<file path="src/rtl/key_debounce_multi.sv">
// Multi-channel front-panel key conditioner: per-key synchroniser, debouncer and
// hold timer producing level, press, release, long-press and auto-repeat pulses.

module key_debounce_lane #(
    parameter int unsigned CNT_MAX    = 999_999,
    parameter int unsigned LONG_MAX   = 49_999_999,
    parameter int unsigned REPEAT_MAX = 9_999_999,
    parameter bit          REPEAT_EN  = 1'b1
) (
    input  logic sys_clk,
    input  logic sys_rst,
    input  logic button_in,
    output logic key_state,
    output logic key_press,
    output logic key_release,
    output logic key_long,
    output logic key_repeat
);
    localparam int unsigned DW   = $clog2(CNT_MAX + 1);
    localparam int unsigned HMAX = (LONG_MAX > REPEAT_MAX) ? LONG_MAX : REPEAT_MAX;
    localparam int unsigned HW   = $clog2(HMAX + 1);

    typedef enum logic [1:0] {IDLE, HOLD, RPT} state_e;

    logic          sync1_q, sync2_q;
    logic          deb_q, deb_d;
    logic [DW-1:0] dcnt_q, dcnt_d;
    logic [HW-1:0] hcnt_q, hcnt_d;
    state_e        state_q, state_d;
    logic          press_q, press_d, release_q, release_d;
    logic          long_q, long_d, repeat_q, repeat_d;
    logic          pressed_s, flip;

    // Synchroniser presets to the released level so reset release never looks like a press.
    always_ff @(posedge sys_clk or posedge sys_rst) begin
        if (sys_rst) begin
            sync1_q <= 1'b1;
            sync2_q <= 1'b1;
        end else begin
            sync1_q <= button_in;
            sync2_q <= sync1_q;
        end
    end

    assign pressed_s = ~sync2_q;

    always_comb begin
        deb_d  = deb_q;
        dcnt_d = '0;
        flip   = 1'b0;
        if (pressed_s != deb_q) begin
            if (dcnt_q == DW'(CNT_MAX - 1)) begin
                flip  = 1'b1;
                deb_d = pressed_s;
            end else begin
                dcnt_d = dcnt_q + DW'(1);
            end
        end
    end

    // A debounced flip out of HOLD/RPT is always a release, and it pre-empts any threshold pulse.
    always_comb begin
        state_d   = state_q;
        hcnt_d    = hcnt_q;
        press_d   = 1'b0;
        release_d = 1'b0;
        long_d    = 1'b0;
        repeat_d  = 1'b0;
        case (state_q)
            IDLE: begin
                if (flip) begin
                    press_d = 1'b1;
                    hcnt_d  = '0;
                    state_d = HOLD;
                end
            end
            HOLD: begin
                if (flip) begin
                    release_d = 1'b1;
                    hcnt_d    = '0;
                    state_d   = IDLE;
                end else if (hcnt_q == HW'(LONG_MAX - 1)) begin
                    long_d  = 1'b1;
                    hcnt_d  = '0;
                    state_d = RPT;
                end else begin
                    hcnt_d = hcnt_q + HW'(1);
                end
            end
            RPT: begin
                if (flip) begin
                    release_d = 1'b1;
                    hcnt_d    = '0;
                    state_d   = IDLE;
                end else if (hcnt_q == HW'(REPEAT_MAX - 1)) begin
                    repeat_d = REPEAT_EN;
                    hcnt_d   = '0;
                end else begin
                    hcnt_d = hcnt_q + HW'(1);
                end
            end
            default: begin
                state_d = IDLE;
                hcnt_d  = '0;
            end
        endcase
    end

    always_ff @(posedge sys_clk or posedge sys_rst) begin
        if (sys_rst) begin
            deb_q     <= 1'b0;
            dcnt_q    <= '0;
            hcnt_q    <= '0;
            state_q   <= IDLE;
            press_q   <= 1'b0;
            release_q <= 1'b0;
            long_q    <= 1'b0;
            repeat_q  <= 1'b0;
        end else begin
            deb_q     <= deb_d;
            dcnt_q    <= dcnt_d;
            hcnt_q    <= hcnt_d;
            state_q   <= state_d;
            press_q   <= press_d;
            release_q <= release_d;
            long_q    <= long_d;
            repeat_q  <= repeat_d;
        end
    end

    assign key_state   = deb_q;
    assign key_press   = press_q;
    assign key_release = release_q;
    assign key_long    = long_q;
    assign key_repeat  = repeat_q;
endmodule

module key_debounce_multi #(
    parameter int unsigned KEY_NUM    = 4,
    parameter int unsigned CNT_MAX    = 999_999,
    parameter int unsigned LONG_MAX   = 49_999_999,
    parameter int unsigned REPEAT_MAX = 9_999_999,
    parameter bit          REPEAT_EN  = 1'b1
) (
    input  logic               sys_clk,
    input  logic               sys_rst,
    input  logic [KEY_NUM-1:0] button_in,
    output logic [KEY_NUM-1:0] key_state,
    output logic [KEY_NUM-1:0] key_press,
    output logic [KEY_NUM-1:0] key_release,
    output logic [KEY_NUM-1:0] key_long,
    output logic [KEY_NUM-1:0] key_repeat
);
    for (genvar i = 0; i < KEY_NUM; i++) begin : g_lane
        key_debounce_lane #(
            .CNT_MAX    (CNT_MAX),
            .LONG_MAX   (LONG_MAX),
            .REPEAT_MAX (REPEAT_MAX),
            .REPEAT_EN  (REPEAT_EN)
        ) u_lane (
            .sys_clk     (sys_clk),
            .sys_rst     (sys_rst),
            .button_in   (button_in[i]),
            .key_state   (key_state[i]),
            .key_press   (key_press[i]),
            .key_release (key_release[i]),
            .key_long    (key_long[i]),
            .key_repeat  (key_repeat[i])
        );
    end
endmodule

</file>
<file path="config.mk">
export PLATFORM = sky130hd
export DESIGN_NAME = key_debounce_multi
export DESIGN_NICKNAME = d
export VERILOG_FILES = /design/src/rtl/key_debounce_multi.sv
export SDC_FILE = /design/constraint.sdc
export NUM_CORES = 1
export LEC_CHECK = 0
export CORE_AREA = 2 2 138 166
export CTS_BUF_LIST = sky130_fd_sc_hd__clkbuf_4
export CTS_CLUSTER_SIZE = 14
export DETAILED_ROUTE_END_ITERATION = 6
export DIE_AREA = 0 0 140 168
export DONT_BUFFER_PORTS = 1
export GPL_ROUTABILITY_DRIVEN = 0
export PLACE_DENSITY = 0.74
export REMOVE_ABC_BUFFERS = 1
export SLEW_MARGIN = 20
export SYNTH_ARGS = -nofsm -noshare
export SYNTH_HDL_FRONTEND = slang
export SYNTH_SLANG_ARGS = --single-unit
</file>
<file path="constraint.sdc">
create_clock -name sys_clk -period 10.2 [get_ports sys_clk]
set_input_delay 2.04 -clock sys_clk [delete_from_list [all_inputs] [get_ports sys_clk]]
set_output_delay 2.04 -clock sys_clk [all_outputs]
set_load 0.02 [all_outputs]
</file>
* Yosys cells after proc, flatten, opt, wreduce, memory -nomap -nowiden
Index checks and enable logic that the tools add are counted.
** Word-level totals
- Register bits after elaboration :: 220
** Operators by class
- $add $sub $neg :: 8
- Equality and inequality tests :: 36
- Multiplexer cells :: 96
- Bitwise logic cells :: 4
- Reduce and logical (&&, ||, !) cells :: 16
** Operator list (number)
- 26-bit 2-to-1 mux :: 20
- 26-bit case mux with 3 select lines :: 4
- 20-bit 2-to-1 mux :: 8
- 26-bit by 1-bit adder with 26-bit output, second input constant :: 4
- 26-bit by 24-bit equality test with 1-bit output, second input constant :: 4
- 26-bit equality test, second input constant :: 4
- 20-bit by 1-bit adder with 20-bit output, second input constant :: 4
- 20-bit equality test, second input constant :: 4
- 1-bit 2-to-1 mux :: 44
- 2-bit 2-to-1 mux :: 16
- 2-bit case mux with 3 select lines :: 4
- 2-bit by 1-bit != test with 1-bit output, second input constant :: 8
- 3-bit by 1-bit != test with 1-bit output, second input constant :: 4
- 3-bit AND reduction :: 4
- 2-bit by 1-bit equality test with 1-bit output, second input constant :: 4
- 2-bit equality test, second input constant :: 4
- 2-bit zero test :: 4
- 2-bit AND reduction :: 4
- 2-bit OR reduction :: 4
- 1-bit != test :: 4
- 1-bit inverter :: 4

* Longest topological paths before layout
Gate-level depths: netlist of run 1.
- Depth in word-level cells :: 5
- Gate-level depth with buffers :: 10
- Mapped depth without buffers :: 8

* Cells and area by module
A second synthesis of run 1 with hierarchy kept.
** Unflattened totals
- Cell total of the unflattened synthesis :: 1276
- Area, all modules :: 11706.2 um^2
** By module, submodules not included
- key_debounce_lane at g_lane[0].u_lane ... :: instances 3, cells each 320, area an instance 2934.1 um^2, seq. area each 1378.8 um^2
- key_debounce_lane at g_lane[3].u_lane :: instances 1, cells each 316, area an instance 2904.0 um^2, seq. area each 1378.8 um^2

* Worst setup path before layout of run 1
Ideal clock, no wire load.
- Path type :: register to register
- Start point :: reg g_lane[3].u_lane.hcnt_q[0]
- End point :: reg g_lane[3].u_lane.hcnt_q[15]
- Setup time :: 121 ps
- Arrival time :: 2659 ps
- Data required time :: 10079 ps
- Setup slack :: 7420 ps
- Stages on the path, launching flop included :: 10
- Clock period less this slack :: 2780 ps
- Path through :: dfrtp_1 -> inv_1 -> ha_1 -> or4b_1 -> or4_1 -> o31a_1 -> o21ai_2 -> buf_2 -> o21ai_0 -> a22o_1
** Between the ends
- Word-level cells in the longest chain between the ends :: 4
** RTL lines
- start, declared :: line 28 : logic [HW-1:0] hcnt_q, hcnt_d;
- start signal, assigned :: line 122 : hcnt_q <= hcnt_d;
- 26-bit by 1-bit adder with 26-bit output (tied with other cells) :: line 87, 99
- 26-bit 2-to-1 mux (on tied branches) :: line 95, 82
- 26-bit 2-to-1 mux (on tied branches) :: line 91, 78
- 26-bit case mux with 3 select lines (*) :: line 69 : case (state_q)
Mark *: on every way between the ends. The rest lies on a longest branch, timed or not.
A chain may end at the register's enable or synchronous reset.

* Worst setup path in the final report of run 1
- Start point :: reg g_lane[3].u_lane.hcnt_q[0]
- End point :: reg g_lane[3].u_lane.hcnt_q[21]
Same word-level chain as after synthesis.

==> results of run 1 <==
-- layer usage --
metal,GRT usage [%],vias up,wire length [µm]
met4,6.632,0,422
li1,-,4691,-
met5,0,-,0
met2,37.20,168,11960
met1,28.69,4616,11600
met3,4.664,41,1120
-- per-stage QoR --
stage	power (mW)	setup slack [ps]	instances	area, µm²
after floorplan	0.9243	2152	1227	11560
after global placement	0.9345	6370	1513	11970
after detailed placement	0.9355	6349	1513	11970
after CTS	1.683	6765	1609	12650
after global routing	1.738	6525	1612	12700
final	1.656	6769	1612	12700
-- path summary, 6_finish.rpt --
| kind | slack [ps] | cells past startpoint | from | end |
|---|---|---|---|---|
| hold reg to reg | 360 | 0 | g_lane[2].u_lane.sync1_q | g_lane[2].u_lane.sync2_q |
| max in group asynchronous | 7350 | 4 | sys_rst | g_lane[3].u_lane.sync2_q |
| setup / recovery | 6770 | 8 | g_lane[3].u_lane.hcnt_q[0] | g_lane[3].u_lane.hcnt_q[21] |
| setup reg to reg | 6770 | 8 | g_lane[3].u_lane.hcnt_q[0] | g_lane[3].u_lane.hcnt_q[21] |
| hold / removal | 360 | 0 | g_lane[2].u_lane.sync1_q | g_lane[2].u_lane.sync2_q |
| min in group asynchronous | 1200 | 1 | sys_rst | g_lane[1].u_lane.hcnt_q[13] |
-- cell type report --
class,instances,area (µm²),share of cell area [%]
well taps,279,349.1,2.748
repair buffers,9,100.1,0.7879
flip-flops and latches,220,5515,43.41
clock inverters,9,33.78,0.2659
diodes,1,2.502,0.01970
inverters,41,161.4,1.270
clock buffers,87,653.1,5.141
multi-input cells,966,5889,46.36
-- cell families after synthesis --
| logic type | Yosys count | synth area share (%) |
|---|---|---|
| adder cells (fa/ha/maj) | 28 | 2.954 |
| flip-flops | 220 | 46.51 |
| buffers and inverters | 97 | 3.830 |
| AND/OR/NAND/NOR | 636 | 27.98 |
| AO/OA/AOI/OAI | 222 | 12.73 |
| XOR/XNOR | 74 | 5.465 |
| multiplexers | 6 | 0.5275 |
-- power groups by stage --
stage	Combinational [mW]	Sequential (mW)	Clock (mW)
finish	0.0355	0.885	0.735
global route	0.0419	0.884	0.812
floorplan	0.0247	0.900	0
global placement	0.0342	0.900	0
detailed placement	0.0349	0.901	0
CTS	0.0350	0.884	0.763
-- cell usage in the layout, fill, tap and decap left out, types with 4 or more instances in the layout --
cell,n
sky130_fd_sc_hd__a31oi_1,4
sky130_fd_sc_hd__xnor2_1,23
sky130_fd_sc_hd__nor3b_1,4
sky130_fd_sc_hd__o31ai_1,11
sky130_fd_sc_hd__o31a_1,7
sky130_fd_sc_hd__nor4bb_1,7
sky130_fd_sc_hd__nor2b_1,13
sky130_fd_sc_hd__or2_2,7
sky130_fd_sc_hd__or3_1,17
sky130_fd_sc_hd__nor4_1,23
sky130_fd_sc_hd__or4_1,14
sky130_fd_sc_hd__clkbuf_4,87
sky130_fd_sc_hd__nand4_1,46
sky130_fd_sc_hd__nor2_1,150
sky130_fd_sc_hd__a21o_1,17
sky130_fd_sc_hd__clkinv_1,8
sky130_fd_sc_hd__nor3_1,33
sky130_fd_sc_hd__xor2_1,51
sky130_fd_sc_hd__a22o_1,31
sky130_fd_sc_hd__mux2i_1,4
sky130_fd_sc_hd__o311ai_0,4
sky130_fd_sc_hd__nor4b_1,12
sky130_fd_sc_hd__and4_1,11
sky130_fd_sc_hd__buf_4,7
sky130_fd_sc_hd__nand2_1,112
sky130_fd_sc_hd__a21oi_1,34
sky130_fd_sc_hd__dfrtp_1,212
sky130_fd_sc_hd__nand2b_1,5
sky130_fd_sc_hd__o311ai_1,9
sky130_fd_sc_hd__and2_1,17
sky130_fd_sc_hd__nand3_1,107
sky130_fd_sc_hd__and4b_1,4
sky130_fd_sc_hd__inv_1,40
sky130_fd_sc_hd__dfstp_2,8
sky130_fd_sc_hd__o21ai_0,67
sky130_fd_sc_hd__or4b_2,4
sky130_fd_sc_hd__o21bai_1,6
sky130_fd_sc_hd__ha_1,28
sky130_fd_sc_hd__and3_1,38
==> flow_summary.ini, run 1 <==
[sta]
setup_violations = 0
rsz0062_at_grt = false
final_max_slew_viol_count = 0
min_period_ps = 3431
fin_crit_sh_pct = 33.63
fmax_mhz = 291.5
hold-worst-slack_ps = 355.8
slew_headroom_pct = 28.42
hold_violations = 0
final.setup.tns_ps = 0
finalClockSkew_ps = 17.61
worst_slew_pin_slew_ps = 1071

[critical_path]
worst-path-max-fanout = 27
list_of_cells_traversed_by_the_critical_path = inv_1 > ha_1 > or4b_1 > or4_1 > o31a_1 > o21ai_2 > o21ai_0 > a22o_1
slowest_cell_on_the_critical_path = sky130_fd_sc_hd__o21ai_2
max_stage_delay_ps = 760
crit_family = compound AO/OA/AOI/OAI gates
timing.critical_path.required_ps = 10760
cp.buffers_inverters = 1
crit_arrival_ps = 3990
critPathLaunchType = flip-flop
worstSetupEndpointType = flip-flop
critical_setup_path_kind = flip-flop to flip-flop

[grt]
track_usage_pct = 22.03
antenna_found_initial = 1
grt_start_max_net_pins = 144
first_global_vias = 9473
grt-ovfl-total = 0
grt_pass1_wl_um = 44220

[power]
fraction_of_power_consumed_by_sequential_logic_pct = 53.4
sw_frac_of_total_pct = 23.28
pwr_density_cell_mw_per_mm2 = 130.3
p_leak_nw = 5.473
comb_power_share_pct = 2.1
clockPowerShare_pct = 44.4
switching_power_uw = 385.4
internal_power_mw = 1.270
vdd.ir_drop.worst_v = 0.00009047

[routing]
initialDrtViolationCount = 719
ant_nets = 0
totalWireLength_um = 25110
vias_per_cell = 5.903
post_drt_wl_per_cell_um = 15.58
routed-via-count = 9516
drt_drc_violations_left = 5
drt-pass1-iter-count = 7

[logic_synthesis]
synth-edff-count = 0
netlist_area_mm2 = 0.01186
synth-warning-count = 0
netlist.area_leader.share_pct = 44.74
synth-main-ff-cell = sky130_fd_sc_hd__dfrtp_1
ys_ff_latch = 220
leading_area_contributor_after_synthesis = sky130_fd_sc_hd__dfrtp_1
post_synth_most_frequent_cells = sky130_fd_sc_hd__dfrtp_1, sky130_fd_sc_hd__nor2_1, sky130_fd_sc_hd__nand2_1, sky130_fd_sc_hd__nand3_1, sky130_fd_sc_hd__o21ai_0
synth.yosys.seq_area_share_pct = 46.51
yosysUniqueCellTypes = 67
async_flop_share_pct = 100.0
synth_cells = 1283
synth_area_leaders = sky130_fd_sc_hd__dfrtp_1, sky130_fd_sc_hd__nor2_1, sky130_fd_sc_hd__nand3_1, sky130_fd_sc_hd__xor2_1, sky130_fd_sc_hd__nand2_1
syn_area_per_cell_um2 = 9.243
yosys.cell_count.top_type = sky130_fd_sc_hd__dfrtp_1

[job]
max-cap-violations = 0

[die]
rows = 60
design.portCount = 26
design.die.area_mm2 = 0.02352
start_util_pct = 53.55
die-width_um = 140
dieHeight_um = 168
placeableCoreArea_mm2 = 0.02215

[clock_tree]
cts_max_path_buffers = 3
setup_fix_buffers_added_after_clock_tree_synthesis = 0
ctsResizeCount = 0
tritoncts.num_buffers = 57
cts_tree = done
clk_pin_slew_ps = 70
clk_latency_ps = 670
cts.htree.levels = 2
cts.sinks = 220
hold_buffers = 0
cts.root.buffer_cell = sky130_fd_sc_hd__clkbuf_4

[finish]
areaGrowthSynthToFinish_pct = 7.132
final_layout_size_suffix_gt1_share_pct = 9.384
largest_register_ff_count = 104
largest_registers = g_lane.u_lane.hcnt_q: 104 flops, g_lane.u_lane.dcnt_q: 80 flops, g_lane.u_lane.state_q: 8 flops
register_bank_with_the_most_flops = g_lane.u_lane.hcnt_q
design.final.nets = 1329
final_standard_cell_utilization_of_the_core_pct = 57.37
fill_cells = 1946

[placement]
detailed_place_hpwl_um = 16230
buffer_ports.inserted = 0

[run_status]
result_of_the_run = complete, but fails checks
failed_checks = design-rule violations

[hold_path]
hold_path_class = flip-flop to flip-flop
Note: power is estimated with default switching activity, not from simulation.
==> inputs of run 2 (changes only) <==
ABC_AREA = 1   (was unset)
CORE_AREA = 2 2 145 175   (was 2 2 138 166)
DIE_AREA = 0 0 147 177   (was 0 0 140 168)
PLACE_DENSITY = 0.77   (was 0.74)
clock period = 3 ns   (was 10.2 ns; I/O delays follow)
==> run 2 against run 1 <==
  * First-iteration DRC count is 12% lower
  * Clock power grew to 3.3 times the previous value
  * Final area is 11% higher
  * Highest routed layer unchanged
  * Worst hold slack worse by 7.5 ps
  * Power grew to 3.4 times the previous value
  * Core utilization is 0.13 points higher
  * The run still ends with design-rule violations left
  * Largest cell class unchanged
  * Non-clock buffer count is 5 higher
  * Combinational power grew to 3.6 times the previous value
  * Final cell count is 37% higher
  * Sequential cell count stayed put
  * Die area is 11% higher
==> flow_summary.ini, run 2 <==
[grt]
grt_pass1_wl_um = 48910
grt-ovfl-total = 0
track_usage_pct = 22.01
grt_start_max_net_pins = 93
antenna_found_initial = 1
first_global_vias = 11230

[clock_tree]
clk_pin_slew_ps = 70
clk_latency_ps = 680
ctsResizeCount = 0
cts_max_path_buffers = 3
cts.sinks = 220
tritoncts.num_buffers = 56
cts.htree.levels = 2
cts_tree = done
cts.root.buffer_cell = sky130_fd_sc_hd__clkbuf_4

[sta]
min_period_ps = 2330
slew_headroom_pct = 51.10
final_max_slew_viol_count = 0
worst_slew_pin_slew_ps = 726.8
final.setup.tns_ps = 0
hold_violations = 0
rsz0062_at_grt = false
fmax_mhz = 429.1
hold-worst-slack_ps = 348.3
worst_case_setup_margin_in_the_final_layout_ps = 669.6
finalClockSkew_ps = 33.17
setup_violations = 0
fin_crit_sh_pct = 77.68

[finish]
mostFrequentLayoutCells = sky130_fd_sc_hd__nand2_1, sky130_fd_sc_hd__nor2_1, sky130_fd_sc_hd__inv_1
final_layout_size_suffix_gt1_share_pct = 7.150
largest_registers = g_lane.u_lane.hcnt_q: 104 flops, g_lane.u_lane.dcnt_q: 80 flops, g_lane.u_lane.state_q: 8 flops
design.final.nets = 1879
largest_register_ff_count = 104
seqCellArea_mm2 = 0.005515
layout.cells.most_common = sky130_fd_sc_hd__nand2_1
fill_cells = 2307
postLayoutCellArea_mm2 = 0.01405
register_bank_with_the_most_flops = g_lane.u_lane.hcnt_q
areaGrowthSynthToFinish_pct = 6.597
final_standard_cell_utilization_of_the_core_pct = 57.50
multiInputGateArea_mm2 = 0.006396
post_layout_nonfiller_instances = 2214

[logic_synthesis]
synth-warning-count = 0
synth-edff-count = 0
netlist_area_mm2 = 0.01318
synth_cells = 1825
yosys.cell_count.top_type = sky130_fd_sc_hd__nand2_1
post_synth_most_frequent_cells = sky130_fd_sc_hd__nand2_1, sky130_fd_sc_hd__nor2_1, sky130_fd_sc_hd__inv_1, sky130_fd_sc_hd__dfrtp_1, sky130_fd_sc_hd__nand3_1
ys_ff_latch = 220
yosysUniqueCellTypes = 42
synth.yosys.seq_area_share_pct = 41.85
netlist.area_leader.share_pct = 40.25
async_flop_share_pct = 100.0
synth-main-ff-cell = sky130_fd_sc_hd__dfrtp_1
leading_area_contributor_after_synthesis = sky130_fd_sc_hd__dfrtp_1
syn_area_per_cell_um2 = 7.222
synth_area_leaders = sky130_fd_sc_hd__dfrtp_1, sky130_fd_sc_hd__nand2_1, sky130_fd_sc_hd__nor2_1, sky130_fd_sc_hd__inv_1, sky130_fd_sc_hd__nand3_1

[die]
rows = 63
start_util_pct = 53.94
design.portCount = 26
die-width_um = 147
placeableCoreArea_mm2 = 0.02444
dieHeight_um = 177
design.die.area_mm2 = 0.02602

[placement]
buffer_ports.inserted = 0
placed_area_mm2 = 0.01332
detailed_place_hpwl_um = 20050
placed_cells_incl_taps = 2107
pre_cts_ws_ps = 635.1

[routing]
initialDrtViolationCount = 635
drt-pass1-iter-count = 7
routed-wl-met2_um = 14040
routed-via-count = 11590
drt_drc_violations_left = 4
vias_per_cell = 5.234
topRoutingLayerUsed = met4
post_drt_wl_per_cell_um = 12.60
met3RoutedLength_um = 1042
ant_nets = 0
totalWireLength_um = 27900
wl_met1_um = 12150

[power]
switching_power_mw = 1.324
fraction_of_power_consumed_by_sequential_logic_pct = 53.9
vdd.ir_drop.worst_v = 0.0002190
post-layout-total-power_mw = 5.571
internal_power_mw = 4.247
p_leak_nw = 6.339
clockPowerShare_pct = 43.7
comb_power_share_pct = 2.3
sw_frac_of_total_pct = 23.77
pwr_density_cell_mw_per_mm2 = 396.5

[critical_path]
max_stage_delay_ps = 480
worst-path-max-fanout = 37
crit_arrival_ps = 2840
slowest_cell_on_the_critical_path = sky130_fd_sc_hd__a21oi_4
timing.critical_path.required_ps = 3510
cpMostUsedCell = sky130_fd_sc_hd__nor2_1
list_of_cells_traversed_by_the_critical_path = inv_1 > ha_1 > nand2_1 > nor2_1 > nand4_2 > nand2_4 > inv_2 > a21oi_4 > nor2_1
worstSetupEndpointType = flip-flop
critPathLaunchType = flip-flop
critical_setup_path_kind = flip-flop to flip-flop

[run_status]
failed_checks = design-rule violations
result_of_the_run = complete, but fails checks

[hold_path]
hold_path_class = flip-flop to flip-flop

[job]
max-cap-violations = 0
==> run 2: cell count changes after synthesis, sizes merged, moves of 27 or more <==
cell / previous run / this run
nand3: 107 / 134
a22o: 31 / 0
o21ai: 69 / 32
inv: 41 / 239
nand4: 46 / 76
nand2: 112 / 455
nor2: 150 / 363
and3: 38 / 1
nor3: 33 / 63
==> run 2: final cells by class <==
type	instances	area share, %
multi-input combinational	1314	45.53
sequential	220	39.26
inverter	239	6.439
clock buffer	80	4.275
tap	325	2.894
timing repair buffer	14	1.015
clock inverter	21	0.5789
antenna	1	0.01781
==> run 2: worst max-delay path, delay by kind of cell, from the launching register on <==
family,cells,cell delay (ps)
AOI/OAI and AO/OA,1,480
adders and majority gates,1,170
buffers and inverters,2,200
DFF,1,410
and+or+nand+nor,5,910
==> run 2: cell families (layout without fill, tap and decap cells) <==
family	Yosys count	in the layout	share of synthesized area (%)
compound gates	85	85	3.930
xor+xnor	73	73	4.908
fa+ha+maj	28	28	2.658
buf+inv	291	354	9.626
flops	220	220	41.85
other cells	0	1	0
simple gates	1128	1128	37.03
==> run 2: power by group through the flow <==
stage	combinational [mW]	clock, mW	sequential, mW
2_1_floorplan	0.0885	0	3.06
3_3_place_gp	0.126	0	3.06
3_5_place_dp	0.130	0	3.06
4_1_cts	0.136	2.54	3.00
5_1_grt	0.152	2.69	3.00
6_report	0.129	2.44	3.01
==> run 2: repair_timing <==
item                      4_1_cts  5_1_grt
hold buffers                    5        0
hold endpoints to repair       89        0
buffers inserted                0        0
==> run 2: worst paths after layout <==
path	from	endpoint	slack, ps	cells after the start
max	g_lane[3].u_lane.dcnt_q[0]	g_lane[3].u_lane.hcnt_q[19]	670	9
min	g_lane[2].u_lane.sync1_q	g_lane[2].u_lane.sync2_q	350	0
max reg2reg	g_lane[3].u_lane.dcnt_q[0]	g_lane[3].u_lane.hcnt_q[19]	670	9
min reg2reg	g_lane[2].u_lane.sync1_q	g_lane[2].u_lane.sync2_q	350	0
max in group asynchronous	sys_rst	g_lane[3].u_lane.sync1_q	1650	3
min in group asynchronous	sys_rst	g_lane[0].u_lane.hcnt_q[15]	510	2
==> run 2: metal layers <==
layer	up-vias	GRT usage (%)
met5	-	0
met2	245	39.12
li1	5858	-
met3	64	3.660
met1	5420	26.77
met4	0	8.694
